<file path="config.mk">
export PLATFORM = sky130hd
export DESIGN_NAME = spi_frame_master_flat
export DESIGN_NICKNAME = d
export VERILOG_FILES = /design/src/rtl/spi_frame_if.sv /design/src/rtl/spi_frame_master.sv /design/src/flat_wrapper.sv
export SDC_FILE = /design/constraint.sdc
export NUM_CORES = 1
export LEC_CHECK = 0
export ABC_CLOCK_PERIOD_IN_PS = 2100
export BUFFER_PORTS_ARGS = -buffer_cell sky130_fd_sc_hd__buf_2
export CORE_MARGIN = 1
export CORE_UTILIZATION = 52
export CTS_BUF_LIST = sky130_fd_sc_hd__clkbuf_8
export CTS_CLUSTER_DIAMETER = 60
export DETAILED_ROUTE_END_ITERATION = 10
export HOLD_SLACK_MARGIN = 0.02
export PLACE_DENSITY = 0.82
export SETUP_SLACK_MARGIN = 0.1
export SLEW_MARGIN = 10
export SYNTH_ARGS = -nofsm -noshare
export SYNTH_HDL_FRONTEND = slang
export SYNTH_SLANG_ARGS = --single-unit
</file>
<file path="constraint.sdc">
create_clock -name clk -period 2.1 [get_ports clk]
set_input_delay 0.42 -clock clk [delete_from_list [all_inputs] [get_ports clk]]
set_output_delay 0.42 -clock clk [all_outputs]
set_load 0.01 [all_outputs]
</file>
<file path="src/rtl/spi_frame_if.sv">
// Bus bundle between the SPI frame master and its pixel buffer / SPI pins.
// The master modport is the controller's view; slave is the buffer/pin side.
interface spi_frame_if #(
    parameter int W  = 48,
    parameter int RW = 3,
    parameter int CW = 5
);
    logic          start;
    logic          abort;
    logic [RW-1:0] rrow;
    logic [CW-1:0] rcol;
    logic [W-1:0]  rdata;
    logic          sclk;
    logic          ss;
    logic          mosi;
    logic          busy;
    logic          done;

    modport master (
        input  start, abort, rdata,
        output rrow, rcol, sclk, ss, mosi, busy, done
    );

    modport slave (
        output start, abort, rdata,
        input  rrow, rcol, sclk, ss, mosi, busy, done
    );
endinterface

</file>
<file path="src/rtl/spi_frame_master.sv">
// Streams a rows x columns pixel frame out of a synchronous buffer as SPI mode 0,
// one W-bit word per address, MSB first, with ss held low across the whole frame.
//
//   state  | meaning
//   IDLE   | ss high, waiting for start; done pulses here after a clean frame
//   FETCH  | address presented to the pixel buffer
//   LOAD   | buffer word captured into the shift register
//   SHIFT  | W bit periods, each half low then half high
//   FINISH | ss held low for half cycles before release
module spi_frame_master #(
    parameter int segments = 2,
    parameter int rows     = 8,
    parameter int columns  = 32,
    parameter int bitdepth = 8,
    parameter int half     = 2,
    localparam int W  = bitdepth * 3 * segments,
    localparam int RW = (rows > 1) ? $clog2(rows) : 1,
    localparam int CW = (columns > 1) ? $clog2(columns) : 1,
    localparam int BW = (W > 1) ? $clog2(W) : 1,
    localparam int HW = (half > 1) ? $clog2(half) : 1
) (
    input  logic        clk,
    input  logic        rst,
    spi_frame_if.master bus
);

    if (half < 1) begin : g_bad_half
        $error("spi_frame_master: half must be at least 1");
    end

    typedef enum logic [2:0] {IDLE, FETCH, LOAD, SHIFT, FINISH} state_t;

    state_t        state_q, state_d;
    logic [HW-1:0] cnt_q, cnt_d;
    logic          phase_q, phase_d;
    logic [BW-1:0] bit_q, bit_d;
    logic [W-1:0]  shift_q, shift_d;
    logic [RW-1:0] rrow_q, rrow_d;
    logic [CW-1:0] rcol_q, rcol_d;
    logic          done_q, done_d;

    logic last_word;
    logic cnt_tc;
    logic last_col;

    always_ff @(posedge clk or negedge rst) begin
        if (!rst) begin
            state_q <= IDLE;
            cnt_q   <= '0;
            phase_q <= 1'b0;
            bit_q   <= '0;
            shift_q <= '0;
            rrow_q  <= '0;
            rcol_q  <= '0;
            done_q  <= 1'b0;
        end else begin
            state_q <= state_d;
            cnt_q   <= cnt_d;
            phase_q <= phase_d;
            bit_q   <= bit_d;
            shift_q <= shift_d;
            rrow_q  <= rrow_d;
            rcol_q  <= rcol_d;
            done_q  <= done_d;
        end
    end

    assign last_col  = (rcol_q == CW'(columns - 1));
    assign last_word = last_col && (rrow_q == RW'(rows - 1));
    assign cnt_tc    = (cnt_q == '0);

    always_comb begin
        state_d = state_q;
        cnt_d   = cnt_q;
        phase_d = phase_q;
        bit_d   = bit_q;
        shift_d = shift_q;
        rrow_d  = rrow_q;
        rcol_d  = rcol_q;
        done_d  = 1'b0;

        unique case (state_q)
            IDLE: begin
                if (bus.start && !bus.abort) begin
                    state_d = FETCH;
                    rrow_d  = '0;
                    rcol_d  = '0;
                end
            end
            FETCH: state_d = LOAD;
            LOAD: begin
                shift_d = bus.rdata;
                bit_d   = '0;
                phase_d = 1'b0;
                cnt_d   = HW'(half - 1);
                state_d = SHIFT;
            end
            SHIFT: begin
                if (!cnt_tc) begin
                    cnt_d = cnt_q - 1'b1;
                end else begin
                    cnt_d = HW'(half - 1);
                    if (!phase_q) begin
                        phase_d = 1'b1;
                    end else if (bit_q == BW'(W - 1)) begin
                        // word ends; FINISH reuses the reloaded counter as its ss hold
                        phase_d = 1'b0;
                        if (last_word) begin
                            state_d = FINISH;
                        end else begin
                            state_d = FETCH;
                            if (last_col) begin
                                rcol_d = '0;
                                rrow_d = rrow_q + 1'b1;
                            end else begin
                                rcol_d = rcol_q + 1'b1;
                            end
                        end
                    end else begin
                        phase_d = 1'b0;
                        bit_d   = bit_q + 1'b1;
                        shift_d = {shift_q[W-2:0], 1'b0};
                    end
                end
            end
            FINISH: begin
                if (!cnt_tc) begin
                    cnt_d = cnt_q - 1'b1;
                end else begin
                    state_d = IDLE;
                    done_d  = 1'b1;
                end
            end
            default: state_d = IDLE;
        endcase

        if (bus.abort && state_q != IDLE) begin
            state_d = IDLE;
            done_d  = 1'b0;
            cnt_d   = '0;
            phase_d = 1'b0;
            bit_d   = '0;
            shift_d = '0;
            rrow_d  = '0;
            rcol_d  = '0;
        end
    end

    assign bus.ss   = (state_q == IDLE);
    assign bus.sclk = (state_q == SHIFT) && phase_q;
    assign bus.busy = (state_q != IDLE);
    assign bus.done = done_q;
    assign bus.rrow = rrow_q;
    assign bus.rcol = rcol_q;

    always_comb begin
        bus.mosi = 1'b0;
        if (state_q == LOAD)       bus.mosi = bus.rdata[W-1];
        else if (state_q == SHIFT) bus.mosi = shift_q[W-1];
    end

endmodule

</file>
<file path="src/flat_wrapper.sv">
// flat-port wrapper written by rule: the top's interface ports become plain ports
module spi_frame_master_flat 
#(
    parameter int segments = 2,
    parameter int rows     = 8,
    parameter int columns  = 32,
    parameter int bitdepth = 8,
    parameter int half     = 2,
    localparam int W  = bitdepth * 3 * segments,
    localparam int RW = (rows > 1) ? $clog2(rows) : 1,
    localparam int CW = (columns > 1) ? $clog2(columns) : 1,
    localparam int BW = (W > 1) ? $clog2(W) : 1,
    localparam int HW = (half > 1) ? $clog2(half) : 1
)
  (clk, rst, bus_start, bus_abort, bus_rdata, bus_rrow, bus_rcol, bus_sclk, bus_ss, bus_mosi, bus_busy, bus_done);
  spi_frame_if #(.W(48), .RW(3), .CW(5)) bus_i ();
  input  logic clk;
  input  logic rst;
  input wire logic [$bits(bus_i.start)-1:0] bus_start;
  input wire logic [$bits(bus_i.abort)-1:0] bus_abort;
  input wire logic [$bits(bus_i.rdata)-1:0] bus_rdata;
  output wire logic [$bits(bus_i.rrow)-1:0] bus_rrow;
  output wire logic [$bits(bus_i.rcol)-1:0] bus_rcol;
  output wire logic [$bits(bus_i.sclk)-1:0] bus_sclk;
  output wire logic [$bits(bus_i.ss)-1:0] bus_ss;
  output wire logic [$bits(bus_i.mosi)-1:0] bus_mosi;
  output wire logic [$bits(bus_i.busy)-1:0] bus_busy;
  output wire logic [$bits(bus_i.done)-1:0] bus_done;
  assign bus_i.start = bus_start;
  assign bus_i.abort = bus_abort;
  assign bus_i.rdata = bus_rdata;
  assign bus_rrow = bus_i.rrow;
  assign bus_rcol = bus_i.rcol;
  assign bus_sclk = bus_i.sclk;
  assign bus_ss = bus_i.ss;
  assign bus_mosi = bus_i.mosi;
  assign bus_busy = bus_i.busy;
  assign bus_done = bus_i.done;
  spi_frame_master #(.segments(segments), .rows(rows), .columns(columns), .bitdepth(bitdepth), .half(half)) u_core (.clk(clk), .rst(rst), .bus(bus_i));
endmodule
</file>
==> flow_summary.ini <==
[route]
wire_per_inst_um = 14.6
drt_iter0_drc = 179
totalWireLength_um = 7090
drc = 0
viasPerCell = 5.69
first_pass_iters = 4
antenna_left = 0
vias = 2765

[synthesis]
ys_warn_count = 0
yosysTopAreaCell = dfrtp_1
synth_edf_count = 0
synth_ff_type = dfrtp_1
yosysSeqAreaShare = 0.511
synth_top_area_share = 0.511
yosys-top-cells-area = dfrtp_1 (51%), a22oi_1 (11%), o21ai_1 (8.0%)
avgSynthCellArea_um2 = 9.84
synth_nets = 395
syn_area_um2 = 3330
netlist_instances = 338
synth-seq-cells = 68
ys_async_sr_fraction = 1.00
yosysUniqueCellTypes = 49

[clock_tree]
clk_pin_slew_ps = 80
cts-root-buf = clkbuf_8
cts_tree = built
h-tree-depth = 3
clk-insertion-delay-late_ps = 350
cts-buffers-inserted = 9
postCtsHoldBufs = 0
clock_path_buffers = 2
cts_num_sinks = 68

[cells_and_area]
seqCellArea_um2 = 1700
diodes = 0
syn_to_final_growth_pct = 21.5
multiInputGateArea_um2 = 1500
drive_above_1_share = 0.294
num-nets-final = 463
final_cell_area_um2 = 4040
fillers = 473

[sta]
fmax_ghz = 0.494
fin_ws_ps = 76.7
finalCritPeriodShare = 0.963
rsz0062_at_grt = yes
hold_viol = 0
skew_ps = 11.1
setup_tns_ps = 0
report.final.slew_viol_count = 0
worst_slew_pin_slew_ps = 520
setup_viol = 0
fin_hold_ws_ps = 86.2
slew_headroom = 0.654
layout_min_cycle_time_ps = 2020

[place]
placed_area_um2 = 3760
io_buffers = 64
dp_slack_ps = -0.341
gp_congestion = 0.786
hpwlAfterDp_um = 4700

[die]
die_area_um2 = 6720
start_util = 0.549
fp.dieW_um = 82.0
io_pins = 65
row_count = 28
coreArea_um2 = 6060
die-height_um = 82.0

[setup_path]
crit_chain = ha_2 -> and3_4 -> ha_4 -> and2_4 -> o311ai_4 -> o211ai_4 -> nand2b_4 -> mux2_4
r2r_setup_slack_ps = 80
required_ps = 2330
crit_path_top_delay_cell = dfrtp_1
max_stage_delay_ps = 400
critPathLaunchType = flip-flop
crit_type = reg -> reg
worstPathArrival_ps = 2260
r2r_cells = 8
critPathMaxFanout = 6
endpoint_kind = flip-flop
r2r_end = u_core.bus.rrow[0]$_DFFE_PN0P_
timing.rr.start = u_core.bus.rcol[1]$_DFFE_PN0P_

[status]
status = finished, final reports clean

[global_routing]
grt_remaining_overflow = 0
grt_max_degree = 69
grt_pass1_vias = 2674
grt.total_usage = 0.235
grt_pass1_wl_um = 11800
antenna_found_initial = 0

[hold_path]
hold_path.class = in -> async

[power_and_ir_drop]
p_per_area_nw_per_um2 = 1240
ir_drop_uv = 821
leakage_nw = 1.90

[run]
cap_violations = 0
==> worst max-delay path, delay by kind of cell (launching register included) <==
kind	cells	cell delay, ps
AO/OA/AOI/OAI	2	410
adder cells (fa/ha/maj)	2	340
flip-flops	1	400
multiplexers	1	260
AND/OR/NAND/NOR	3	490
==> layout make-up <==
cell class              instances  area share
repair buffers                 82       0.125
flip-flops and latches         68       0.421
multi-input cells             241       0.372
well taps                      75      0.0232
clock buffers                   9      0.0307
clock inverters                 7      0.0245
inverters                       4     0.00372
==> logic make-up (layout without fill, tap and decap cells) <==
logic type               count (synthesis)  in the layout  share of synthesized area
AO/OA/AOI/OAI                          134            134                      0.265
adder cells (fa/ha/maj)                  5              5                     0.0188
buffers and inverters                   29            102                     0.0474
flip-flops                              68             68                      0.511
multiplexers                             2              2                    0.00639
AND/OR/NAND/NOR                        100            100                      0.151
==> synth_stat cells (all sizes together), types with 2 or more instances <==
| library cell | count |
|---|---|
| nor2 | 8 |
| clkbuf | 6 |
| a31oi | 2 |
| inv | 4 |
| nand2 | 63 |
| dfrtp | 68 |
| nand2b | 5 |
| buf | 19 |
| and3 | 3 |
| ha | 5 |
| nor3 | 3 |
| a22oi | 48 |
| o21ai | 70 |
| a22o | 2 |
| a21oi | 4 |
| o31ai | 2 |
| and2 | 3 |
| or2 | 3 |
| nand3 | 4 |
| or3 | 2 |
==> per-layer routing <==
metal / wire [µm] / track usage / up-vias
met2: 3420 / 0.397 / 78
met3: 403 / 0.0522 / 11
met4: 114 / 0.114 / 0
met1: 3150 / 0.283 / 1323
met5: 0 / 0 / -
li1: - / - / 1353
==> placed cells by master, fill, tap and decap left out, types with 7 or more instances in the layout <==
master,Yosys,layout
dfrtp_1,68,67
buf_2,11,64
nand2_1,62,62
o21ai_1,53,54
a22oi_1,48,48
o21ai_0,17,16
buf_4,7,14
clkbuf_8,0,9
nor2_1,7,7
==> repair_timing <==
action                     4_1_cts  5_1_grt
setup endpoints to repair       10       48
pin swaps                        4        4
setup buffers                    4        1
resized for setup                3        1
==> sequential cells by signal (all words and copies together), names as in the netlist <==
signal           flops
u_core.bit_q         6
u_core.bus.done      1
u_core.bus.rcol      5
u_core.bus.rrow      3
u_core.cnt_q         1
u_core.phase_q       1
u_core.shift_q      48
u_core.state_q       3
==> power by group <==
group	switching [W]	internal (W)
registers	0.000299	0.00174
clock network	0.000525	0.000674
logic	0.00105	0.000737
total	0.00187	0.00315
==> how the worst max path moves through the flow <==
stage                                          end  cells after the start                            from
finish              u_core.bus.rrow[0]$_DFFE_PN0P_                      8  u_core.bus.rcol[1]$_DFFE_PN0P_
global route        u_core.bus.rcol[3]$_DFFE_PN0P_                      8  u_core.bus.rcol[0]$_DFFE_PN0P_
CTS                 u_core.bus.rcol[3]$_DFFE_PN0P_                      8  u_core.bus.rcol[0]$_DFFE_PN0P_
detailed placement  u_core.bus.rrow[0]$_DFFE_PN0P_                      8  u_core.bus.rcol[1]$_DFFE_PN0P_
global placement    u_core.bus.rrow[0]$_DFFE_PN0P_                      8  u_core.bus.rcol[1]$_DFFE_PN0P_
floorplan           u_core.bus.rrow[0]$_DFFE_PN0P_                      8  u_core.bus.rcol[0]$_DFFE_PN0P_
==> metrics by stage <==
stage | total power (W) | util | instances
2_1_floorplan | 0.00337 | - | 338
3_3_place_gp | 0.00367 | 0.621 | 465
3_5_place_dp | 0.00378 | 0.621 | 465
4_1_cts | 0.00502 | 0.664 | 485
5_1_grt | 0.00541 | 0.667 | 486
6_report | 0.00503 | 0.667 | 486
Power figures use the tool's default switching activity.
